===== src/rtl/traffic_light_ctrl.sv =====
// Two-road traffic light controller with tick-based phase timing, sensor-driven
// country green, BCD countdown and phase-change strobe. Optional NIGHT_MODE_EN adds flashing mode.
module traffic_light_ctrl #(
  parameter int unsigned CNT_W    = 8,
  parameter int unsigned T_MG_MIN = 25,
  parameter int unsigned T_MY     = 5,
  parameter int unsigned T_CG_MIN = 3,
  parameter int unsigned T_CG_MAX = 16,
  parameter int unsigned T_CY     = 5
) (
  input  logic       clk,
  input  logic       rst_n,
  input  logic       tick,
  input  logic       car,
  output logic [2:0] m_lt,
  output logic [2:0] c_lt,
  output logic [7:0] remain_bcd,
  output logic       phase_chg
`ifdef NIGHT_MODE_EN
  ,
  input  logic       night
`endif
);

`ifdef NIGHT_MODE_EN
  typedef enum logic [2:0] {MG, MY, CG, CY, FL} state_t;
`else
  typedef enum logic [1:0] {MG, MY, CG, CY} state_t;
`endif

  localparam logic [2:0] RED = 3'b100;
  localparam logic [2:0] YEL = 3'b010;
  localparam logic [2:0] GRN = 3'b001;

  localparam logic [CNT_W-1:0] MG_T       = CNT_W'(T_MG_MIN);
  localparam logic [CNT_W-1:0] MY_T       = CNT_W'(T_MY);
  localparam logic [CNT_W-1:0] CG_T       = CNT_W'(T_CG_MAX);
  localparam logic [CNT_W-1:0] CY_T       = CNT_W'(T_CY);
  localparam logic [CNT_W-1:0] MG_LAST    = CNT_W'(T_MG_MIN - 1);
  localparam logic [CNT_W-1:0] MY_LAST    = CNT_W'(T_MY - 1);
  localparam logic [CNT_W-1:0] CG_MIN_LST = CNT_W'(T_CG_MIN - 1);
  localparam logic [CNT_W-1:0] CG_LAST    = CNT_W'(T_CG_MAX - 1);
  localparam logic [CNT_W-1:0] CY_LAST    = CNT_W'(T_CY - 1);

  state_t           state;
  state_t           prev_state;
  state_t           nxt;
  logic [CNT_W-1:0] cnt;
  logic             exit_now;
  logic             car_m;
  logic             car_s;
  logic [CNT_W-1:0] remain;
  logic [31:0]      remain_w;
  logic [6:0]       remain_sat;
  logic [3:0]       tens;
  logic [3:0]       ones;
`ifdef NIGHT_MODE_EN
  logic             night_m;
  logic             night_s;
  logic             fl_on;
`endif

  always_comb begin
    exit_now = 1'b0;
    nxt      = state;
    case (state)
      MG: begin
        exit_now = (cnt >= MG_LAST) && car_s;
        nxt      = MY;
      end
      MY: begin
        exit_now = (cnt == MY_LAST);
        nxt      = CG;
      end
      CG: begin
        exit_now = (cnt == CG_LAST) || (!car_s && (cnt >= CG_MIN_LST));
        nxt      = CY;
      end
      CY: begin
        exit_now = (cnt == CY_LAST);
        nxt      = MG;
      end
`ifdef NIGHT_MODE_EN
      FL: begin
        exit_now = !night_s;
        nxt      = CY;
      end
`endif
      default: begin
        exit_now = 1'b1;
        nxt      = MG;
      end
    endcase
`ifdef NIGHT_MODE_EN
    // Night request overrides every normal exit rule.
    if (night_s && (state != FL)) begin
      exit_now = 1'b1;
      nxt      = FL;
    end
`endif
  end

  always_comb begin
    remain = '0;
    case (state)
      MG:      remain = (cnt < MG_LAST) ? (MG_T - cnt) : '0;
      MY:      remain = MY_T - cnt;
      CG:      remain = CG_T - cnt;
      CY:      remain = CY_T - cnt;
      default: remain = '0;
    endcase
    remain_w   = 32'(remain);
    remain_sat = (remain_w > 32'd99) ? 7'd99 : 7'(remain_w);
    tens       = 4'(remain_sat / 7'd10);
    ones       = 4'(remain_sat % 7'd10);
  end

  // Polarity is inherited from the existing codebase: rst_n asserts when high.
  always_ff @(posedge clk or posedge rst_n) begin
    if (rst_n) begin
      state      <= MG;
      prev_state <= MG;
      cnt        <= '0;
      car_m      <= 1'b0;
      car_s      <= 1'b0;
      m_lt       <= GRN;
      c_lt       <= RED;
      remain_bcd <= '0;
      phase_chg  <= 1'b0;
`ifdef NIGHT_MODE_EN
      night_m    <= 1'b0;
      night_s    <= 1'b0;
      fl_on      <= 1'b0;
`endif
    end else begin
      car_m <= car;
      car_s <= car_m;
`ifdef NIGHT_MODE_EN
      night_m <= night;
      night_s <= night_m;
`endif
      if (tick) begin
        if (exit_now) begin
          state <= nxt;
          cnt   <= '0;
        end else if (cnt != '1) begin
          cnt <= cnt + 1'b1;
        end
`ifdef NIGHT_MODE_EN
        if (exit_now && (nxt == FL)) fl_on <= 1'b1;
        else if (state == FL)        fl_on <= ~fl_on;
`endif
      end

      prev_state <= state;
      phase_chg  <= (state != prev_state);
      remain_bcd <= {tens, ones};

      case (state)
        MG: begin m_lt <= GRN; c_lt <= RED; end
        MY: begin m_lt <= YEL; c_lt <= RED; end
        CG: begin m_lt <= RED; c_lt <= GRN; end
        CY: begin m_lt <= RED; c_lt <= YEL; end
`ifdef NIGHT_MODE_EN
        FL: begin
          m_lt <= fl_on ? YEL : 3'b000;
          c_lt <= fl_on ? RED : 3'b000;
        end
`endif
        default: begin m_lt <= RED; c_lt <= RED; end
      endcase
    end
  end

endmodule


===== config.mk =====
export PLATFORM = sky130hd
export DESIGN_NAME = traffic_light_ctrl
export DESIGN_NICKNAME = d
export VERILOG_FILES = /design/src/rtl/traffic_light_ctrl.sv
export SDC_FILE = /design/constraint.sdc
export NUM_CORES = 1
export LEC_CHECK = 0
export CORE_ASPECT_RATIO = 0.6
export CORE_MARGIN = 4
export CORE_UTILIZATION = 60
export CTS_BUF_LIST = sky130_fd_sc_hd__clkbuf_16
export DETAILED_ROUTE_END_ITERATION = 12
export PLACE_DENSITY = 0.86
export RECOVER_POWER = 100
export SLEW_MARGIN = 0
export SYNTH_ARGS = -nofsm -noshare
export SYNTH_HDL_FRONTEND = slang
export SYNTH_SLANG_ARGS = --single-unit

===== constraint.sdc =====
create_clock -name clk -period 10.3 [get_ports clk]
set_input_delay 2.06 -clock clk [delete_from_list [all_inputs] [get_ports clk]]
set_output_delay 2.06 -clock clk [all_outputs]
set_load 0.05 [all_outputs]

Word-level counts from Yosys, hierarchy flattened
Cells that the tools add are included.
{ "word_totals": {"elab_cells": 46, "ff_bits": 29} }
{ "classes": {"n_div": 2, "muxes": 9, "n_eq_ne": 7, "n_reduce_logical": 11, "n_addsub": 4, "magnitude_cmp": 4} }
{ "op_table": {"columns": ["operator", "n"], "rows": [
  ["$mux 8", 3],
  ["$pmux 8 s3", 1],
  ["$pmux 3 s3", 2],
  ["$sub 5x8->8 const A", 2],
  ["$add 8x1->8 const B", 1],
  ["$eq 8x3->1 const B", 1],
  ["$eq 8x4->1 const B", 1],
  ["$ge 8x2->1 const B", 1],
  ["$ge 8x5->1 const B", 1],
  ["$gt 8x7->1 const B", 1],
  ["$lt 8x5->1 const B", 1],
  ["$ne 8x8->1 const B", 1],
  ["$pmux 2 s4", 1],
  ["$sub 3x8->8 const A", 1],
  ["$div 7x4->7 const B", 1],
  ["$mod 7x4->7 const B", 1],
  ["$mux 7", 1],
  ["$reduce_or 2->1", 3],
  ["$eq 2x2->1 const B", 2],
  ["$reduce_and 2->1", 2],
  ["$pmux 1 s3", 1],
  ["$eq 2x1->1 const B", 1],
  ["$logic_and 1x1->1", 2],
  ["$logic_not 2->1", 1],
  ["4 further kinds", 4]
]} }

Logic depth before layout (Yosys ltp)
Gate-level depths: netlist (run 1).
{ "logic_depth": {"ltp_word": 6, "mapped_depth": 29, "ltp_nobuf": 26} }

Worst setup path before layout (run 1)
No wires, ideal clock.
{ "synth_path": {"path_kind": "reg-to-reg", "from": "register cnt[0]", "to": "register remain_bcd[2]", "setup_time_ns": 0.079, "path_stages_with_launch": 28, "n_path_buf": 2, "setup_slack_ns": 5.086, "arrival_time_ns": 5.134, "t_required_ns": 10.221, "synth_period_minus_slack_ns": 5.214, "cell_sequence": "dfrtp_1 > clkbuf_1 > inv_1 > ha_1 > nor3b_1 > xnor2_1 > o22ai_1 > o311a_2 > o31ai_1 > ha_1 > a2111o_1 > a22o_1 > nand2_1 > a32oi_4 > inv_4 > ha_1 > a41o_1 > nand2b_1 > o32a_1 > and2_1 > buf_2 > o21ai_0 > o21ai_0 > ha_1 > nand2_1 > mux2_4 > a22oi_4 > mux2i_1"} }
{ "synth_between": {"elab_chain_cells": 6, "elab_cells_between_ends": 9, "classes_between": "add/sub: 3; div: 1; order compare: 2; mux: 3"} }
{ "synth_lines": {"columns": ["element", "line_no", "source"], "rows": [
  ["from (decl)", "48", "logic [CNT_W-1:0] cnt;"],
  ["from (signal assigned)", "147", "cnt <= cnt + 1'b1;"],
  ["$sub 5x8->8 / $lt 8x5->1 (equally long branches)", "106", "MG: remain = (cnt < MG_LAST) ? (MG_T - cnt) : '0;"],
  ["$mux 8", "106", null],
  ["$pmux 8 s3 (*)", "105", "case (state)"],
  ["$gt 8x7->1", "113", "remain_sat = (remain_w > 32'd99) ? 7'd99 : 7'(remain_w);"],
  ["$mux 7 (*)", "113", null],
  ["$mod 7x4->7 (*)", "115", "ones = 4'(remain_sat % 7'd10);"],
  ["via ones[2]", "56", "logic [3:0] ones;"],
  ["to (signal assigned)", "157", "remain_bcd <= {tens, ones};"],
  ["to (decl)", "17", "output logic [7:0] remain_bcd,"]
]} }
Mark *: on every way through the listed nets, which the timed path passes. The rest lies on a longest branch.
A chain may end at the register's enable or synchronous reset.

Worst setup path after layout (run 1)
{ "layout_path": {"from": "register state[0]", "to": "register remain_bcd[2]"} }
{ "layout_between": {"elab_chain_cells": 6, "elab_cells_between_ends": 9, "classes_between": "div: 1; order compare: 1; eq/ne: 3; mux: 2; reduce/logical: 2"} }
{ "layout_lines": {"columns": ["element", "line_no", "source"], "rows": [
  ["from (decl)", "45", "state_t state;"],
  ["from (signal assigned)", "144", "state <= nxt;"],
  ["$eq 2x2->1 / $eq 2x1->1 (equally long branches)", "105", null],
  ["$reduce_or 2->1 (no source line)", null, null],
  ["$pmux 8 s3 (*)", "105", null],
  ["$gt 8x7->1", "113", null],
  ["$mux 7 (*)", "113", null],
  ["$mod 7x4->7 (*)", "115", null],
  ["via ones[2]", "56", null]
]} }
Marks and branches as above.

==> impl_metrics.toml, run 1 <==
[global_routing]
grt_pass1_wl_um = 9200
grt_use_total_pct = 24.2
grt_overflow = 0
first_global_vias = 1846
antenna_found_initial = 0
grt_max_degree = 30

[die]
core_um2 = 3400
die_w_um = 86.7
rows = 16
start_util_pct = 65.5
dieArea_um2 = 4780
io_pins = 19
die_y_um = 55.2

[placed_design]
port_buffers = 18
dp_hpwl_um = 3950
place_congestion = 0.931
dp.cells = 305

[setup_path]
cp_max_fo = 19
end_kind = "flop"
cp.required_ns = 10.49
cp-start-kind = "flop"
cp_data_arrival_time_ns = 7.10
path_class = "reg2reg"

[drt]
wl_per_cell_um = 17.2
drt_iter0_markers = 285
routed_wl_um = 5390
num_vias = 2040
met1_length_um = 2470
ant_nets = 0
wl_met2_um = 2280
drc = 0
wl_met3_um = 590
avgViaCountPerCell = 6.52
routed.top_layer = "met4"
drtPass1Iterations = 5

[clock_network]
ctsLongestPathBuffers = 2
clock_sinks = 29
cts_setup_buffers = 0
cts_buffers = 5
clk_pin_slew_ns = 0.05
root_buffer = "clkbuf_16"
cts.htree.levels = 2
cts_tree = "yes"
ctsHoldBuffers = 0
clk_latency_ns = 0.27
cts_resized = 0

[logic_synthesis]
synth_edf_count = 0
synth-seq-area-share_pct = 32.7
synthArstFlopShare_pct = 100
synth_most_common_cell = "nor2_1"
syn_nets = 274
synthFlopType = "dfrtp_1"
yosys.area.top_type = "dfrtp_1"
synth_seq_cells = 29
synth_cells = 256
yosys-top-cells-count = "nor2_1, dfrtp_1, nand2_1"
synthTopCellsByArea = "dfrtp_1, ha_1, nor2_1, o21ai_0, xnor2_1"
yosysTopAreaCellShare_pct = 30.3
syn_area_um2 = 2230
yosysWarnings = 0
synth.avg_cell_area_um2 = 8.70
ys_types = 63

[final_layout]
area_growth_pct = 13.4
multi_input_area_um2 = 1340
instances_no_fill = 313
fillers = 258
diodes = 0
nets = 285
final_util_pct = 74.3
seq_area_um2 = 728
drive_above_1_share_pct = 7.09

[timing]
skew_ns = 0.00435
tightest_slew_ns = 1.11
fin_crit_ns = 6.91
hold_violations = 0
setup_viol = 0
maxSlewViolCount = 0
rsz0062_at_grt = "no"
holdWs_ns = 0.351
period_share_pct = 67.1
max_freq_ghz = 0.145
fin_tns_setup_ns = 0
relSlewSlack_pct = 26.0

[run]
maxCapViolCount = 0

[status]
status = "finished clean"

[hold_path]
hold_class = "reg2reg"
## worst paths after layout
kind,to,from,slack [ns],cells after the start
max,remain_bcd[2],state[0],3.39,24
min,car_s,car_m,0.35,0
max reg2reg,remain_bcd[2],state[0],3.39,24
min reg2reg,car_s,car_m,0.35,0
max in group asynchronous,remain_bcd[4],rst_n,7.12,2
min in group asynchronous,m_lt[2],rst_n,2.52,2
## critical path: stages (launching register included)
cell and delay, ns:
dfrtp_1 0.45, inv_1 0.14, ha_1 0.61, or4b_1 0.57
a21oi_1 0.29, a21o_1 0.27, o311a_2 0.20, o31ai_1 0.07
ha_1 0.23, a2111o_1 0.32, a32oi_1 0.53, clkinvlp_2 0.41
ha_1 0.33, a41o_1 0.26, nand2b_1 0.14, o32a_1 0.22
and2_0 0.34, o21ai_0 0.11, o21ai_0 0.23, ha_1 0.30
inv_1 0.08, nor2_1 0.14, a32oi_1 0.19, a22oi_4 0.22
mux2i_1 0.20
## per-stage QoR
stage               cell area [um2]  worst slack, ns
global placement               2390             4.52
CTS                            2560             4.15
global route                   2530             2.80
finish                         2530             3.39
floorplan                      2230             5.09
detailed placement             2390             4.27
## placed cells by master, fill, tap and decap left out, types with 5 or more instances in the layout
| cell type | count |
|---|---|
| nand3_1 | 9 |
| nand2b_1 | 7 |
| ha_1 | 14 |
| a21oi_1 | 9 |
| dfrtp_1 | 27 |
| nand2_1 | 19 |
| dlygate4sd3_1 | 18 |
| o21ai_0 | 18 |
| inv_1 | 14 |
| xnor2_1 | 9 |
| nor2_1 | 31 |
| clkbuf_16 | 5 |
## metal layers
layer	vias to the layer above	track usage, %
li1	951	-
met1	968	36.5
met2	110	33.0
met3	11	7.58
met4	0	6.22
met5	-	0
## kinds of logic after synthesis
| family | count (synthesis) | share of synthesized area (%) |
|---|---|---|
| flops | 29 | 32.7 |
| mux | 2 | 1.12 |
| xor+xnor | 12 | 4.72 |
| buf+inv | 29 | 5.78 |
| compound gates | 75 | 26.2 |
| simple gates | 95 | 21.6 |
| fa+ha+maj | 14 | 7.86 |
## registers in the layout, indices dropped and copies added (netlist names)
signal	count
c_lt	3
car_m	1
car_s	1
cnt	8
m_lt	3
phase_chg	1
prev_state	2
remain_bcd	8
state	2
## cell type report
cell class	instances	area share [%]
multi-input combinational	198	53.1
sequential	29	28.8
inverter	15	2.28
clock buffer	5	4.95
clock inverter	3	1.49
timing repair buffer	18	7.13
tap	45	2.23
Power of run 1 is not shown: default switching activity piles up to over one toggle a cycle in this logic, so the estimate is an artifact.
==> run 2: changes to the inputs <==
- CORE_UTILIZATION: 60 -> 58
- PLACE_DENSITY: 0.86 -> 0.84
- clock period: 10.3 -> 6.98 ns (I/O delays scaled with it)
==> run 2 against run 1 <==
  * Sequential share of layout area down 0.071 points
  * Clock skew about the same
  * Worst setup slack worse by 2.6 ns
  * Highest routed layer unchanged
  * Critical path type unchanged
  * Global-route usage down 2.2 points
  * Wire length down 7.9%
  * Hold slack worse by 0.0051 ns
  * Via count down 4.2%
  * Non-clock buffer count unchanged
  * Fmax up 11%
==> impl_metrics.toml, run 2 (synthesis results as in run 1) <==
[drt]
routed_wl_um = 4970
num_vias = 1954
drtPass1Iterations = 5
drt_iter0_markers = 219
avgViaCountPerCell = 6.20
wl_per_cell_um = 15.8
ant_nets = 0
drc = 0

[clock_network]
cts_tree = "yes"
ctsHoldBuffers = 0
cts_resized = 0
root_buffer = "clkbuf_16"
clock_sinks = 29
ctsLongestPathBuffers = 2
clk_latency_ns = 0.28
clk_pin_slew_ns = 0.05
cts_setup_buffers = 0
cts.htree.levels = 2
cts_buffers = 5

[placed_design]
dp_hpwl_um = 3630
place_congestion = 0.982
port_buffers = 18

[run]
maxCapViolCount = 0

[global_routing]
antenna_found_initial = 0
grt_use_total_pct = 21.9
grt_max_degree = 30
first_global_vias = 1647
grt_pass1_wl_um = 8340
grt_overflow = 0

[die]
rows = 17
start_util_pct = 60.6
die_y_um = 56.0
die_w_um = 88.0
io_pins = 19
core_um2 = 3680
dieArea_um2 = 4930

[final_layout]
final_cell_mix = "nor2_1, dfrtp_1, nand2_1"
diodes = 0
final_common_cell = "nor2_1"
area_growth_pct = 13.7
nets = 285
drive_above_1_share_pct = 8.58
reg.largest.list = "cnt x8, remain_bcd x8"

[setup_path]
critPathLaunch = "state[1]"
reg2reg_depth = 25
path_class = "reg2reg"
cp.required_ns = 7.18
cp_data_arrival_time_ns = 6.41
end_kind = "flop"
cp-start-kind = "flop"
reg2reg_from = "state[1]"
cp_max_fo = 19

[timing]
max_freq_ghz = 0.161
maxSlewViolCount = 0
skew_ns = 0.00417
hold_violations = 0
relSlewSlack_pct = 27.5
rsz0062_at_grt = "no"
period_share_pct = 89.0
fin_crit_ns = 6.21
fin_tns_setup_ns = 0
tightest_slew_ns = 1.09
setup_viol = 0

[hold_path]
hold_class = "reg2reg"
hp-start = "car_m"
hold_path_depth = 0

[status]
status = "finished clean"
==> run 2: changes by cell type in the layout (fill, tap and decap cells not counted), sizes merged <==
cell / previous run / this run
clkinv: 1 / 2
clkdlybuf4s50: 0 / 1
dlygate4sd3: 18 / 17
inv: 15 / 16
bufinv: 1 / 0
clkinvlp: 1 / 0
==> run 2: worst paths after layout <==
kind | endpoint | slack [ns]
max in group asynchronous | car_s | 4.48
max | remain_bcd[2] | 0.77
max reg2reg | remain_bcd[2] | 0.77
min in group asynchronous | state[1] | 1.84
min reg2reg | car_s | 0.35
min | car_s | 0.35
==> run 2: routing by layer <==
metal	track usage [%]	part of all wire (%)
met4	7.11	0.89
met3	6.36	9.9
met2	28.0	38
met1	34.4	51
met5	0	0
==> run 2: layout make-up <==
cell class                 count  area [um2]
multi-input combinational    198        1370
fill                         293        1150
sequential                    29         728
timing repair buffer          18         180
clock buffer                   5         125
inverter                      15        58.8
tap                           47        58.8
clock inverter                 3        13.8
==> run 2: critical path: stages, from the launching register on <==
cell	delay (ns)
dfrtp_1	0.45
inv_1	0.14
ha_1	0.57
nand2b_1	0.27
o221ai_1	0.14
a22o_2	0.28
o311a_2	0.39
o31ai_1	0.21
ha_1	0.23
a2111o_1	0.17
a22o_1	0.17
nand2_1	0.12
a32oi_4	0.32
inv_4	0.08
ha_1	0.24
a41o_1	0.25
nand2b_1	0.11
o32a_1	0.21
and2_0	0.34
o21ai_0	0.12
o21ai_0	0.24
ha_1	0.32
nand2_1	0.08
mux2_4	0.29
a22oi_4	0.20
mux2i_1	0.19
==> run 2: per-stage QoR <==
step	hold WS (ns)	instances	area, um2	setup slack [ns]	utilization, %
floorplan	0.331	256	2230	1.77	-
global placement	0.334	307	2400	1.21	65.1
detailed placement	0.337	307	2400	0.932	65.1
CTS	0.348	315	2540	0.892	68.9
global route	0.366	315	2530	0.294	68.9
finish	0.346	315	2530	0.767	68.9
Power of run 2 is left out for the same reason.
==> run 3: changes to the inputs <==
- CELL_PAD_IN_SITES_DETAIL_PLACEMENT: not set -> 1
- CELL_PAD_IN_SITES_GLOBAL_PLACEMENT: not set -> 1
- CORE_UTILIZATION: 58 -> 44
- PLACE_DENSITY: 0.84 -> 0.83
==> run 3 against run 2 <==
  * Hold slack improved by 0.010 ns
  * Clock skew increased by 0.0043 ns
  * Non-clock buffer count increased by 1
  * Critical path depth increased by 1
  * Die area increased by 28%
  * Register-to-register slack got worse by 0.15 ns
  * Flip-flop and latch count unchanged
  * Critical path type unchanged
  * The flow now finishes with violations (capacitance limit, slew limit)
  * Largest cell class unchanged
==> impl_metrics.toml, run 3 (synthesis results as in run 1) <==
[timing]
skew_ns = 0.00850
max_freq_ghz = 0.157
rsz0062_at_grt = "no"
layout_setup_ws_ns = 0.621
tightest_slew_ns = 1.59
maxSlewViolCount = 30
relSlewSlack_pct = -5.72
setup_viol = 0
fin_crit_ns = 6.36
hold_violations = 0
period_share_pct = 91.1
fin_tns_setup_ns = 0

[drt]
num_vias = 1984
drc = 0
routed_wl_um = 6030
wl_per_cell_um = 18.2
drt_iter0_markers = 172
avgViaCountPerCell = 5.98
ant_nets = 0
drtPass1Iterations = 4

[clock_network]
clk_latency_ns = 0.28
clk_pin_slew_ns = 0.06
cts_resized = 0
cts_buffers = 5
cts_tree = "yes"
cts_setup_buffers = 0
ctsLongestPathBuffers = 2
ctsHoldBuffers = 0
root_buffer = "clkbuf_16"
clock_sinks = 29
cts.htree.levels = 2

[global_routing]
grt_use_total_pct = 20.8
first_global_vias = 1988
grt_overflow = 0
grt_pass1_wl_um = 10500
grt_max_degree = 30
antenna_found_initial = 0

[setup_path]
cp_data_arrival_time_ns = 6.55
critPathBufInv = 3
path_delay_family = "compound AO/OA/AOI/OAI gates"
end_kind = "flop"
cp.required_ns = 7.17
cp-start-kind = "flop"
crit_top_cell = "ha_1"
slowest_delay_ns = 0.52
crit_path_top_delay_cell = "nor3b_1"
cp_max_fo = 9
reg2reg_slack_ns = 0.62
path_class = "reg2reg"

[placed_design]
port_buffers = 18
dp_hpwl_um = 4590
dpl_worst_slack_ns = 0.759
place_congestion = 0.912
dp.cells = 324

[final_layout]
reg.largest.list = "cnt x8, remain_bcd x8"
final_util_pct = 53.7
drive_above_1_share_pct = 8.18
instances_no_fill = 332
diodes = 0
final_cell_mix = "nor2_1, dfrtp_1, nand2_1"
nets = 286
fillers = 582
final_common_cell = "nor2_1"
area_growth_pct = 14.1

[hold_path]
hold_class = "reg2reg"

[die]
io_pins = 19
die_y_um = 63.1
core_um2 = 4730
start_util_pct = 47.1
rows = 19
dieArea_um2 = 6300
die_w_um = 99.9

[status]
failed_checks = "capacitance limit, slew limit"
status = "finished with violations"

[run]
maxCapViolCount = 1
-- run 3: changes by cell type in the layout (fill, tap and decap cells not counted), sizes merged --
cell | before | now
clkbuf | 5 | 6
clkinvlp | 0 | 1
inv | 16 | 15
-- run 3: final timing paths --
path,start,to,depth (start not counted)
hold reg to reg,car_m,car_s,0
hold / removal,car_m,car_s,0
setup / recovery,cnt[0],remain_bcd[2],26
setup reg to reg,cnt[0],remain_bcd[2],26
max in group asynchronous,rst_n,m_lt[2],3
min in group asynchronous,rst_n,remain_bcd[5],3
-- run 3: metal layers --
metal,up-vias,GRT usage (%),wire [um]
li1,949,-,-
met1,973,34.1,3160
met2,59,28.2,2420
met3,3,4.19,437
met4,0,2.73,14
met5,-,0,0
-- run 3: area by class of cell --
class                   count  area (um2)  share of cell area (%)
clock inverters             3        17.5                   0.689
multi-input cells         198        1350                    53.1
inverters                  15        58.8                    2.31
repair buffers             19         184                    7.23
well taps                  63        78.8                    3.10
flip-flops and latches     29         728                    28.6
clock buffers               5         125                    4.92
-- run 3: worst register-to-register path, cell delays in order, from the launching register on --
cell and delay, ns:
dfrtp_1 0.50, inv_1 0.17, ha_1 0.22, nor3b_1 0.52, o32ai_1 0.17, nand4bb_1 0.46
o311a_2 0.30, o31ai_1 0.23, ha_1 0.26, a2111o_1 0.15, a22o_1 0.16, nand2_1 0.09
a32oi_2 0.37, inv_4 0.08, ha_1 0.24, a41o_1 0.25, nand2b_1 0.12, o32a_1 0.22
and2_1 0.29, o21ai_0 0.12, o21ai_0 0.23, ha_1 0.31, inv_1 0.08, nor2_1 0.13
a32oi_1 0.16, a22oi_4 0.21, mux2i_1 0.21
-- run 3: stage by stage --
step / instance area [um2] / hold slack (ns)
6_report: 2540 / 0.356
5_1_grt: 2540 / 0.369
4_1_cts: 2570 / 0.359
3_5_place_dp: 2420 / 0.346
3_3_place_gp: 2420 / 0.351
2_1_floorplan: 2230 / 0.331
Power of run 3 is left out for the same reason.
